--- src/rtl/turbo_enc_pkg.sv ---
// Shared types and default parameters for the turbo encoder control slice.
package turbo_enc_pkg;

  localparam int unsigned LEN_W_DEF    = 14;
  localparam int unsigned TAIL_LEN_DEF = 3;
  localparam int unsigned MIN_LEN_DEF  = 8;
  localparam int unsigned MAX_LEN_DEF  = 6144;

  typedef enum logic [2:0] {
    ST_IDLE    = 3'd0,
    ST_ENCTERM = 3'd1,
    ST_TERM    = 3'd2,
    ST_ENCODE  = 3'd3,
    ST_ENCMOD  = 3'd4
  } state_e;

endpackage

--- src/rtl/turbo_enc_ctrl_if.sv ---
// Framer/encoder-control bundle. blk_cnt exists only when BLK_CNT_EN is defined.
interface turbo_enc_ctrl_if #(parameter int unsigned LEN_W = 14);
  logic             start;
  logic [LEN_W-1:0] blk_len;
  logic             ready;
  logic             enc_en;
  logic             trl_en;
  logic             sel_tail;
  logic             enc_clr;
  logic             trl_clr;
  logic             blk_done;
  logic             len_err;
  logic [LEN_W-1:0] pos;
  logic [2:0]       state;
`ifdef BLK_CNT_EN
  logic [15:0]      blk_cnt;

  modport master (output start, blk_len,
                  input  ready, enc_en, trl_en, sel_tail, enc_clr, trl_clr,
                         blk_done, len_err, pos, state, blk_cnt);
  modport slave  (input  start, blk_len,
                  output ready, enc_en, trl_en, sel_tail, enc_clr, trl_clr,
                         blk_done, len_err, pos, state, blk_cnt);
`else
  modport master (output start, blk_len,
                  input  ready, enc_en, trl_en, sel_tail, enc_clr, trl_clr,
                         blk_done, len_err, pos, state);
  modport slave  (input  start, blk_len,
                  output ready, enc_en, trl_en, sel_tail, enc_clr, trl_clr,
                         blk_done, len_err, pos, state);
`endif
endinterface

--- src/rtl/turbo_len_check.sv ---
// Block-length legality compare, shared with the interleaver address generator.
module turbo_len_check
  import turbo_enc_pkg::*;
#(
  parameter int unsigned LEN_W   = LEN_W_DEF,
  parameter int unsigned MIN_LEN = MIN_LEN_DEF,
  parameter int unsigned MAX_LEN = MAX_LEN_DEF
) (
  input  logic [LEN_W-1:0] len_i,
  output logic             legal_o
);

  assign legal_o = (len_i >= LEN_W'(MIN_LEN)) && (len_i <= LEN_W'(MAX_LEN));

endmodule

--- src/rtl/turbo_enc_ctrl.sv ---
// Turbo encoder control FSM: block encode, trellis tail, and tail/next-block overlap.
// Optional macro BLK_CNT_EN adds a wrapping count of completed blocks.
module turbo_enc_ctrl
  import turbo_enc_pkg::*;
#(
  parameter int unsigned LEN_W    = LEN_W_DEF,
  parameter int unsigned TAIL_LEN = TAIL_LEN_DEF,
  parameter int unsigned MIN_LEN  = MIN_LEN_DEF,
  parameter int unsigned MAX_LEN  = MAX_LEN_DEF
) (
  input logic             clk,
  input logic             reset,
  turbo_enc_ctrl_if.slave bus
);

  localparam logic [LEN_W-1:0] ONE  = LEN_W'(1);
  localparam logic [LEN_W-1:0] TAIL = LEN_W'(TAIL_LEN);

  state_e           state_q, state_d;
  logic [LEN_W-1:0] pos_q, pos_d, len_q, len_d;
  logic enc_en_q, enc_en_d, trl_en_q, trl_en_d, sel_tail_q, sel_tail_d;
  logic enc_clr_q, enc_clr_d, trl_clr_q, trl_clr_d;
  logic blk_done_q, blk_done_d, len_err_q, len_err_d, ready_q, ready_d;
  logic legal_s, last_s, take_s;

  turbo_len_check #(.LEN_W(LEN_W), .MIN_LEN(MIN_LEN), .MAX_LEN(MAX_LEN)) u_len_check (
    .len_i   (bus.blk_len),
    .legal_o (legal_s)
  );

  assign last_s = (pos_q == (len_q - ONE));
  assign take_s = bus.start && legal_s;

  // Next-state and next-output computation
  always_comb begin
    state_d    = state_q;
    pos_d      = pos_q;
    len_d      = len_q;
    enc_en_d   = enc_en_q;
    sel_tail_d = sel_tail_q;
    enc_clr_d  = enc_clr_q;
    trl_clr_d  = trl_clr_q;
    blk_done_d = 1'b0;
    len_err_d  = 1'b0;
    case (state_q)
      ST_IDLE: begin
        if (take_s) begin
          len_d     = bus.blk_len;
          pos_d     = '0;
          enc_en_d  = 1'b1;
          enc_clr_d = 1'b0;
          trl_clr_d = 1'b0;
          state_d   = ST_ENCODE;
        end else begin
          len_err_d = bus.start;
        end
      end
      ST_ENCODE, ST_ENCMOD: begin
        trl_clr_d = 1'b0;
        if (last_s) begin
          sel_tail_d = 1'b1;
          enc_clr_d  = 1'b1;
          pos_d      = '0;
          // A legal start here overlaps the new block's data with this tail
          if (take_s) begin
            len_d   = bus.blk_len;
            state_d = ST_ENCTERM;
          end else begin
            len_err_d = bus.start;
            enc_en_d  = 1'b0;
            state_d   = ST_TERM;
          end
        end else begin
          pos_d = pos_q + ONE;
        end
      end
      ST_TERM: begin
        enc_clr_d = 1'b0;
        if (pos_q == TAIL) begin
          sel_tail_d = 1'b0;
          trl_clr_d  = 1'b1;
          blk_done_d = 1'b1;
          pos_d      = '0;
          state_d    = ST_IDLE;
        end else begin
          pos_d = pos_q + ONE;
        end
      end
      ST_ENCTERM: begin
        enc_clr_d = 1'b0;
        pos_d     = pos_q + ONE;
        if (pos_q == TAIL) begin
          sel_tail_d = 1'b0;
          trl_clr_d  = 1'b1;
          blk_done_d = 1'b1;
          state_d    = ST_ENCMOD;
        end else begin
          state_d = ST_ENCTERM;
        end
      end
      default: begin
        state_d    = ST_IDLE;
        pos_d      = '0;
        enc_en_d   = 1'b0;
        sel_tail_d = 1'b0;
      end
    endcase
    // trl_en and ready are looked up from next state so they stay registered
    trl_en_d = enc_en_d && ((state_d == ST_ENCODE) || (state_d == ST_ENCMOD)) &&
               (pos_d == (len_d - ONE));
    ready_d  = (state_d == ST_IDLE) ||
               (((state_d == ST_ENCODE) || (state_d == ST_ENCMOD)) && (pos_d == (len_d - ONE)));
  end

  // State and output registers
  always_ff @(posedge clk) begin
    if (reset) begin
      state_q    <= ST_IDLE;
      pos_q      <= '0;
      len_q      <= '0;
      enc_en_q   <= 1'b0;
      trl_en_q   <= 1'b0;
      sel_tail_q <= 1'b0;
      enc_clr_q  <= 1'b1;
      trl_clr_q  <= 1'b1;
      blk_done_q <= 1'b0;
      len_err_q  <= 1'b0;
      ready_q    <= 1'b1;
    end else begin
      state_q    <= state_d;
      pos_q      <= pos_d;
      len_q      <= len_d;
      enc_en_q   <= enc_en_d;
      trl_en_q   <= trl_en_d;
      sel_tail_q <= sel_tail_d;
      enc_clr_q  <= enc_clr_d;
      trl_clr_q  <= trl_clr_d;
      blk_done_q <= blk_done_d;
      len_err_q  <= len_err_d;
      ready_q    <= ready_d;
    end
  end

  assign bus.ready    = ready_q;
  assign bus.enc_en   = enc_en_q;
  assign bus.trl_en   = trl_en_q;
  assign bus.sel_tail = sel_tail_q;
  assign bus.enc_clr  = enc_clr_q;
  assign bus.trl_clr  = trl_clr_q;
  assign bus.blk_done = blk_done_q;
  assign bus.len_err  = len_err_q;
  assign bus.pos      = pos_q;
  assign bus.state    = state_q;

`ifdef BLK_CNT_EN
  logic [15:0] blk_cnt_q;

  // Completed-block counter, wraps naturally at 16 bits
  always_ff @(posedge clk) begin
    if (reset) begin
      blk_cnt_q <= 16'd0;
    end else if (blk_done_d) begin
      blk_cnt_q <= blk_cnt_q + 16'd1;
    end else begin
      blk_cnt_q <= blk_cnt_q;
    end
  end

  assign bus.blk_cnt = blk_cnt_q;
`endif

endmodule
--- src/flat_wrapper.sv ---
// flat-port wrapper written by rule: the top's interface ports become plain ports
module turbo_enc_ctrl_flat import turbo_enc_pkg::*;
#(
  parameter int unsigned LEN_W    = LEN_W_DEF,
  parameter int unsigned TAIL_LEN = TAIL_LEN_DEF,
  parameter int unsigned MIN_LEN  = MIN_LEN_DEF,
  parameter int unsigned MAX_LEN  = MAX_LEN_DEF
)
  (clk, reset, bus_start, bus_blk_len, bus_ready, bus_enc_en, bus_trl_en, bus_sel_tail, bus_enc_clr, bus_trl_clr, bus_blk_done, bus_len_err, bus_pos, bus_state);
  turbo_enc_ctrl_if #(.LEN_W(LEN_W)) bus_i ();
  input logic clk;
  input logic reset;
  input wire logic [$bits(bus_i.start)-1:0] bus_start;
  input wire logic [$bits(bus_i.blk_len)-1:0] bus_blk_len;
  output wire logic [$bits(bus_i.ready)-1:0] bus_ready;
  output wire logic [$bits(bus_i.enc_en)-1:0] bus_enc_en;
  output wire logic [$bits(bus_i.trl_en)-1:0] bus_trl_en;
  output wire logic [$bits(bus_i.sel_tail)-1:0] bus_sel_tail;
  output wire logic [$bits(bus_i.enc_clr)-1:0] bus_enc_clr;
  output wire logic [$bits(bus_i.trl_clr)-1:0] bus_trl_clr;
  output wire logic [$bits(bus_i.blk_done)-1:0] bus_blk_done;
  output wire logic [$bits(bus_i.len_err)-1:0] bus_len_err;
  output wire logic [$bits(bus_i.pos)-1:0] bus_pos;
  output wire logic [$bits(bus_i.state)-1:0] bus_state;
  assign bus_i.start = bus_start;
  assign bus_i.blk_len = bus_blk_len;
  assign bus_ready = bus_i.ready;
  assign bus_enc_en = bus_i.enc_en;
  assign bus_trl_en = bus_i.trl_en;
  assign bus_sel_tail = bus_i.sel_tail;
  assign bus_enc_clr = bus_i.enc_clr;
  assign bus_trl_clr = bus_i.trl_clr;
  assign bus_blk_done = bus_i.blk_done;
  assign bus_len_err = bus_i.len_err;
  assign bus_pos = bus_i.pos;
  assign bus_state = bus_i.state;
  turbo_enc_ctrl #(.LEN_W(LEN_W), .TAIL_LEN(TAIL_LEN), .MIN_LEN(MIN_LEN), .MAX_LEN(MAX_LEN)) u_core (.clk(clk), .reset(reset), .bus(bus_i));
endmodule
--- config.mk ---
export PLATFORM = sky130hd
export DESIGN_NAME = turbo_enc_ctrl_flat
export DESIGN_NICKNAME = d
export VERILOG_FILES = /design/src/rtl/turbo_enc_pkg.sv /design/src/rtl/turbo_enc_ctrl_if.sv /design/src/rtl/turbo_len_check.sv /design/src/rtl/turbo_enc_ctrl.sv /design/src/flat_wrapper.sv
export SDC_FILE = /design/constraint.sdc
export NUM_CORES = 1
export LEC_CHECK = 0
export ABC_AREA = 1
export CORE_MARGIN = 2
export CORE_UTILIZATION = 44
export DETAILED_ROUTE_END_ITERATION = 6
export GPL_ROUTABILITY_DRIVEN = 0
export PLACE_DENSITY = 0.76
export SETUP_SLACK_MARGIN = 0.5
export SLEW_MARGIN = 10
export SYNTH_ARGS = -nofsm -noshare
export SYNTH_HDL_FRONTEND = slang
export SYNTH_SLANG_ARGS = --single-unit
--- constraint.sdc ---
create_clock -name clk -period 3.2 [get_ports clk]
set_input_delay 0.96 -clock clk [delete_from_list [all_inputs] [get_ports clk]]
set_output_delay 0.96 -clock clk [all_outputs]
set_load 0.02 [all_outputs]
; ---- Word level (Yosys, flattened, before mapping)
; Index checks and enable logic that the tools add are counted.
[totals]
mem_bits_rw = 0
rom_bits = 0
latchBits = 0
output_inout_bits = 25
reg_bits = 39
in_bits = 17
mem_count = 0
[classes]
n_lt_le_gt_ge = 2
n_shift = 0
multipliers = 0
muxes = 28
n_reduce_logical = 16
n_div = 0
bitwise_logic = 2
add_sub_neg = 3
eq_ne = 12
[op_table]
columns = op, count
row1 = two-way mux 14 bit, 5
row2 = one-hot mux 14 bit (4 select lines), 1
row3 = == test 14 bit, 2
row4 = one-hot mux 14 bit (2 select lines), 1
row5 = "subtractor 14 x 1 -> 14 bit, second input constant", 2
row6 = "adder 14 x 1 -> 14 bit, second input constant", 1
row7 = "== test 14 x 2 -> 1 bit, second input constant", 1
row8 = ">= comparator 14 x 4 -> 1 bit, second input constant", 1
row9 = "<= comparator 14 x 13 -> 1 bit, second input constant", 1
row10 = two-way mux 3 bit, 4
row11 = one-hot mux 1 bit (3 select lines), 4
row12 = one-hot mux 3 bit (4 select lines), 1
row13 = two-way mux 1 bit, 10
row14 = "== test 3 x 2 -> 1 bit, second input constant", 3
row15 = AND reduction 3 bit, 3
row16 = "== test 3 bit, second input constant", 2
row17 = zero test 3 bit, 2
row18 = "!= test 2 x 1 -> 1 bit, second input constant", 3
row19 = OR reduction 2 bit, 3
row20 = logical AND 1 bit, 5
row21 = "== test 3 x 1 -> 1 bit, second input constant", 1
row22 = nonzero test 3 bit, 1
row23 = logical OR 1 bit, 2
row24 = two-way mux 2 bit, 1
row25 = other kinds (2), 3

; ---- Depth between registers and ports, before layout
[logic_depth]
depth_word = 10
mapped_depth = 29
depth_no_buf = 29

; ---- By module
; A second synthesis with hierarchy kept.
[hier_totals]
cells_unflattened = 613
area_unflattened_um2 = 3545.9
[by_module_without_submodules]
columns = mod, seq_area_each_um2, area_per_inst_um2, cells_each, n_inst
row1 = turbo_enc_ctrl, 780.7, 3404.5, 579, 1
row2 = turbo_len_check, 0.0, 141.4, 34, 1

; ---- Worst setup path before layout
; OpenSTA, ideal clock, no wires.
[synth_timing]
kind = input to register
startpoint = in bus_blk_len[4]
endpoint = reg u_core.ready_q (netlist: u_core.bus.ready)
setup_time_ns = 0.069
cell_stages = 21
slack_ns = -0.095
required_ns = 3.131
arrival_time_ns = 3.227
cell_sequence = inv_1 > nand4_1 > nor2_1 > nand2_1 > nand2_1 > nand3_1 > buf_2 > o21ai_0 > nor2_1 > nor2_4 > ha_1 > inv_1 > nor2_2 > nand2_2 > nor2_4 > nand2_1 > nand2_1 > nand2_1 > nor2_1 > nand3_1 > o21bai_2
[synth_via]
elab_chain_len = 10
[synth_lines]
columns = item, line
row1 = from (decl), flat_wrapper.sv:14  ; input wire logic [$bits(bus_i.blk_len)-1:0] bus_blk_len;
row2 = >= comparator 14 x 4 -> 1 bit or <= comparator 14 x 13 -> 1 bit (tied branches), turbo_len_check.sv:13  ; assign legal_o = (len_i >= LEN_W'(MIN_LEN)) && (len_i <= LEN_W'(MAX_LEN));
row3 = logical AND 1 bit, turbo_len_check.sv:13
row4 = logical AND 1 bit, turbo_enc_ctrl.sv:32  ; assign take_s = bus.start && legal_s;
row5 = two-way mux 14 bit or two-way mux 2 bit (tied branches), "turbo_enc_ctrl.sv:47, turbo_enc_ctrl.sv:65"
row6 = two-way mux 14 bit or two-way mux 3 bit (tied branches), turbo_enc_ctrl.sv:60  ; if (last_s) begin
row7 = one-hot mux 14 bit (2 select lines) or one-hot mux 3 bit (4 select lines) (tied branches), turbo_enc_ctrl.sv:45  ; case (state_q)
row8 = subtractor 14 x 1 -> 14 bit (tied with other cells), turbo_enc_ctrl.sv:112  ; (((state_d == ST_ENCODE) || (state_d == ST_ENCMOD)) && (pos_d == (len_d - ONE)));
row9 = == test 14 bit or logical OR 1 bit (tied branches), turbo_enc_ctrl.sv:112
row10 = logical AND 1 bit, turbo_enc_ctrl.sv:112
row11 = logical OR 1 bit (*), turbo_enc_ctrl.sv:111  ; ready_d = (state_d == ST_IDLE) ||
row12 = to (signal assigned), turbo_enc_ctrl.sv:140  ; ready_q <= ready_d;
row13 = to (decl), turbo_enc_ctrl.sv:23  ; logic blk_done_q, blk_done_d, len_err_q, len_err_d, ready_q, ready_d;
; Mark *: on every way between the ends. The rest lies on a longest branch, timed or not.
; A chain may end at the register's enable or synchronous reset.

; ---- Final worst setup path
[layout_timing]
startpoint = in bus_blk_len[4]
endpoint = reg u_core.trl_en_q (netlist: u_core.bus.trl_en)
[layout_via]
elab_chain_len = 10
[layout_lines]
columns = item, line
row1 = "parallel branches: the longest is 9 deep, another holds >= comparator 14 x 4 -> 1 bit", -
row2 = logical AND 1 bit (*), turbo_enc_ctrl.sv:109  ; trl_en_d = enc_en_d && ((state_d == ST_ENCODE) || (state_d == ST_ENCMOD)) &&
row3 = to (signal assigned), turbo_enc_ctrl.sv:134  ; trl_en_q <= trl_en_d;
row4 = to (decl), turbo_enc_ctrl.sv:21  ; logic enc_en_q, enc_en_d, trl_en_q, trl_en_d, sel_tail_q, sel_tail_d;
; Every way passes the cells marked *.

==> impl_metrics.ini <==
[timing]
min_period_ps = 3200
max_slew_margin_pct = 60.5
maxSlewViolCount = 0
finalWorstSetupSlack_ps = -0.937
final-setup-viol-count = 1
hold_viol_final = 0
final.setup.tns_ps = -0.937
fmax_mhz = 312
finalCritPeriodShare_pct = 100
rsz0062_at_grt = true
tightest_slew_ps = 589
finClkSkew_ps = 6.03

[layout]
final_area_um2 = 5460
drive_above_1_share_pct = 27.1
area_growth_pct = 41.1
finalNetCount = 827
diodes = 0

[floorplan]
die_area_um2 = 9560
io_pins = 42
num_rows = 34
die_h_um = 97.8
core_um2 = 8640
start_util_pct = 44.8
die_x_um = 97.8

[yosys]
synth_cell_type_count = 44
synth_top_area_share_pct = 20.2
async_flop_share_pct = 0
synth_edf_count = 0
ys_ff_latch = 39
seq_area_frac_synth_pct = 20.2
synthTopCellsByArea = dfxtp_1 20%, nand2_1 20%, inv_1 11%, nor2_1 8.0%, nand3_1 7.8%
ys.flop_type = dfxtp_1
yosys-top-cells-count = 208 x nand2_1, 111 x inv_1, 83 x nor2_1
ys_warn_count = 0
syn-num-nets = 693
syn_area_um2 = 3870
avgSynthCellArea_um2 = 5.75
yosysTopAreaCell = dfxtp_1
synth.most_common_cell = nand2_1
synthCells = 673

[cts]
clockBufferDepth = 2
cts_tree = done
cts_made_buffers = 5
hold_buffers = 0
htreeDepth = 2
path_clk_slew_ps = 80
worstSkewPairLatency_ps = 300
cts-root-buf = clkbuf_8
cts_sinks = 39

[power]
peakVddDrop_uv = 282
leakagePower_nw = 2.83
finalPower_mw = 2.11
powerDensity_nw_per_um2 = 386

[global_route]
grt_pass1_wl_um = 20900
grt_pass1_vias = 4625
antenna_found_initial = 0
grt_overflow = 0
grt_max_degree = 21
grt_use_total_pct = 26.7

[setup_path]
crit_slowest_cell = clkdlybuf4s15_1
crit_top_cell = nand2_1
critPathCaptureType = flip-flop
crit_chain = clkdlybuf4s15_1, inv_2, nand4_1, nor2_1, nand2_1, nand2_4, nand3_4, nand2_2, and2_4, nand3_4, nand3_4, inv_2, ha_4, nand4_1, buf_4, nand2_1, nand2_1, nand3_2, nor2_4, nand2_1, nor2_1, nand3_1, nor3_2
cp_num_buf_inv = 4
crit_family = simple AND/OR/NAND/NOR gates
setup.worst_path.class = input port to flip-flop
startpoint_type = input port
worstPathArrival_ps = 3430
path_max_fanout = 5
slowest_delay_ps = 190
critPathRequiredTime_ps = 3420

[drt]
dr.first_iter.drc_count = 322
num_vias = 4871
antenna_left = 0
post_drt_wl_per_cell_um = 14.7
vias_per_cell = 5.32
wirelength_um = 13500
firstDrtPassIters = 5
drcViolationCount = 0

[hold_path]
hold_class = flip-flop to flip-flop

[placed_design]
dp_hpwl_um = 9750
pre_cts_slack_ps = -546
dpl_cell_area_um2 = 4960
io_buffers = 41

[run]
cap_viol_max_count = 0

[run_status]
status = finished, violations left
failed_checks = setup timing
logic make-up (layout without fill, tap and decap cells):
group / Yosys count / in the layout / synth area share, %
AOI/OAI and AO/OA: 47 / 47 / 7.60
buffers and inverters: 133 / 268 / 13.6
xor gates and xnor gates: 23 / 23 / 5.40
and+or+nand+nor: 426 / 426 / 51.7
adders and majority gates: 3 / 3 / 0.970
DFF: 39 / 39 / 20.2
muxes: 2 / 2 / 0.517
layout by cell type (no fill, tap or decap), types with 9 or more instances in the layout:
cell type        count
inv_2               18
nand4_1             14
nor2_2              11
nand3_1             51
buf_4               98
inv_1               99
nand2_1            200
o21ai_0             11
nand3_2             15
dfxtp_1             35
nor2_4              11
clkdlybuf4s50_1     27
nand2_2             11
xor2_1              15
o21ai_1              9
nor2_1              75
routing by layer:
layer,global-route usage [%],wire [um],part of all wire [%],vias up
li1,-,-,-,2356
met1,33.4,5460,40,2206
met2,45.2,6370,47,248
met3,4.22,1080,8.0,61
met4,12.4,599,4.4,0
met5,0,0,0,-
worst register-to-register path: stages, from the launching register on:
cell	delay, ps
dfxtp_2	350
inv_2	50
ha_4	170
buf_4	150
nand2_4	110
nor2_1	60
nor2_1	150
nand2_1	70
inv_1	50
nand2_1	50
nor2_1	110
nand3_2	170
nand2_4	120
nand2_4	80
nand2_4	80
inv_2	40
nor2_4	130
ha_4	160
nand4_1	130
buf_4	180
nand3_2	80
nand3_2	100
nor2_4	130
nand2_1	60
nor2_1	100
nand3_1	120
nor3_2	120
final timing paths:
kind | start | endpoint | slack, ps | depth (start not counted)
setup / recovery | bus_blk_len[4] | u_core.bus.trl_en | -0.9 | 23
setup reg to reg | u_core.len_q[0] | u_core.bus.trl_en | 20 | 26
hold / removal | u_core.bus.enc_clr | u_core.bus.enc_clr | 490 | 2
hold reg to reg | u_core.bus.enc_clr | u_core.bus.enc_clr | 490 | 2
timing repair:
item                                    CTS  global route
resized for setup                        54            40
endpoints found under the setup margin   20            11
pin swaps                                33            33
gates cloned                              0             0
setup buffers                            15             9
through the flow:
stage | hold slack [ps] | cells | util (%)
6_report | 486 | 916 | 63.3
5_1_grt | 517 | 916 | 63.3
4_1_cts | 492 | 907 | 61.4
3_5_place_dp | 456 | 884 | 57.5
3_3_place_gp | 457 | 884 | 57.5
2_1_floorplan | 503 | 673 | -
power by group:
group | leakage, nW | internal [mW] | switching, mW
logic | 2.45 | 0.421 | 0.642
clock network | 0.0654 | 0.312 | 0.182
registers | 0.319 | 0.515 | 0.0384
total | 2.83 | 1.25 | 0.863
area by class of cell:
type,count,area (um2)
clock buffer,6,72.6
tap,108,135
timing repair buffer,142,1150
sequential,39,786
clock inverter,2,60.1
inverter,118,443
multi-input combinational,501,2810
fill,741,3170
Note: power is estimated with default switching activity, not from simulation.
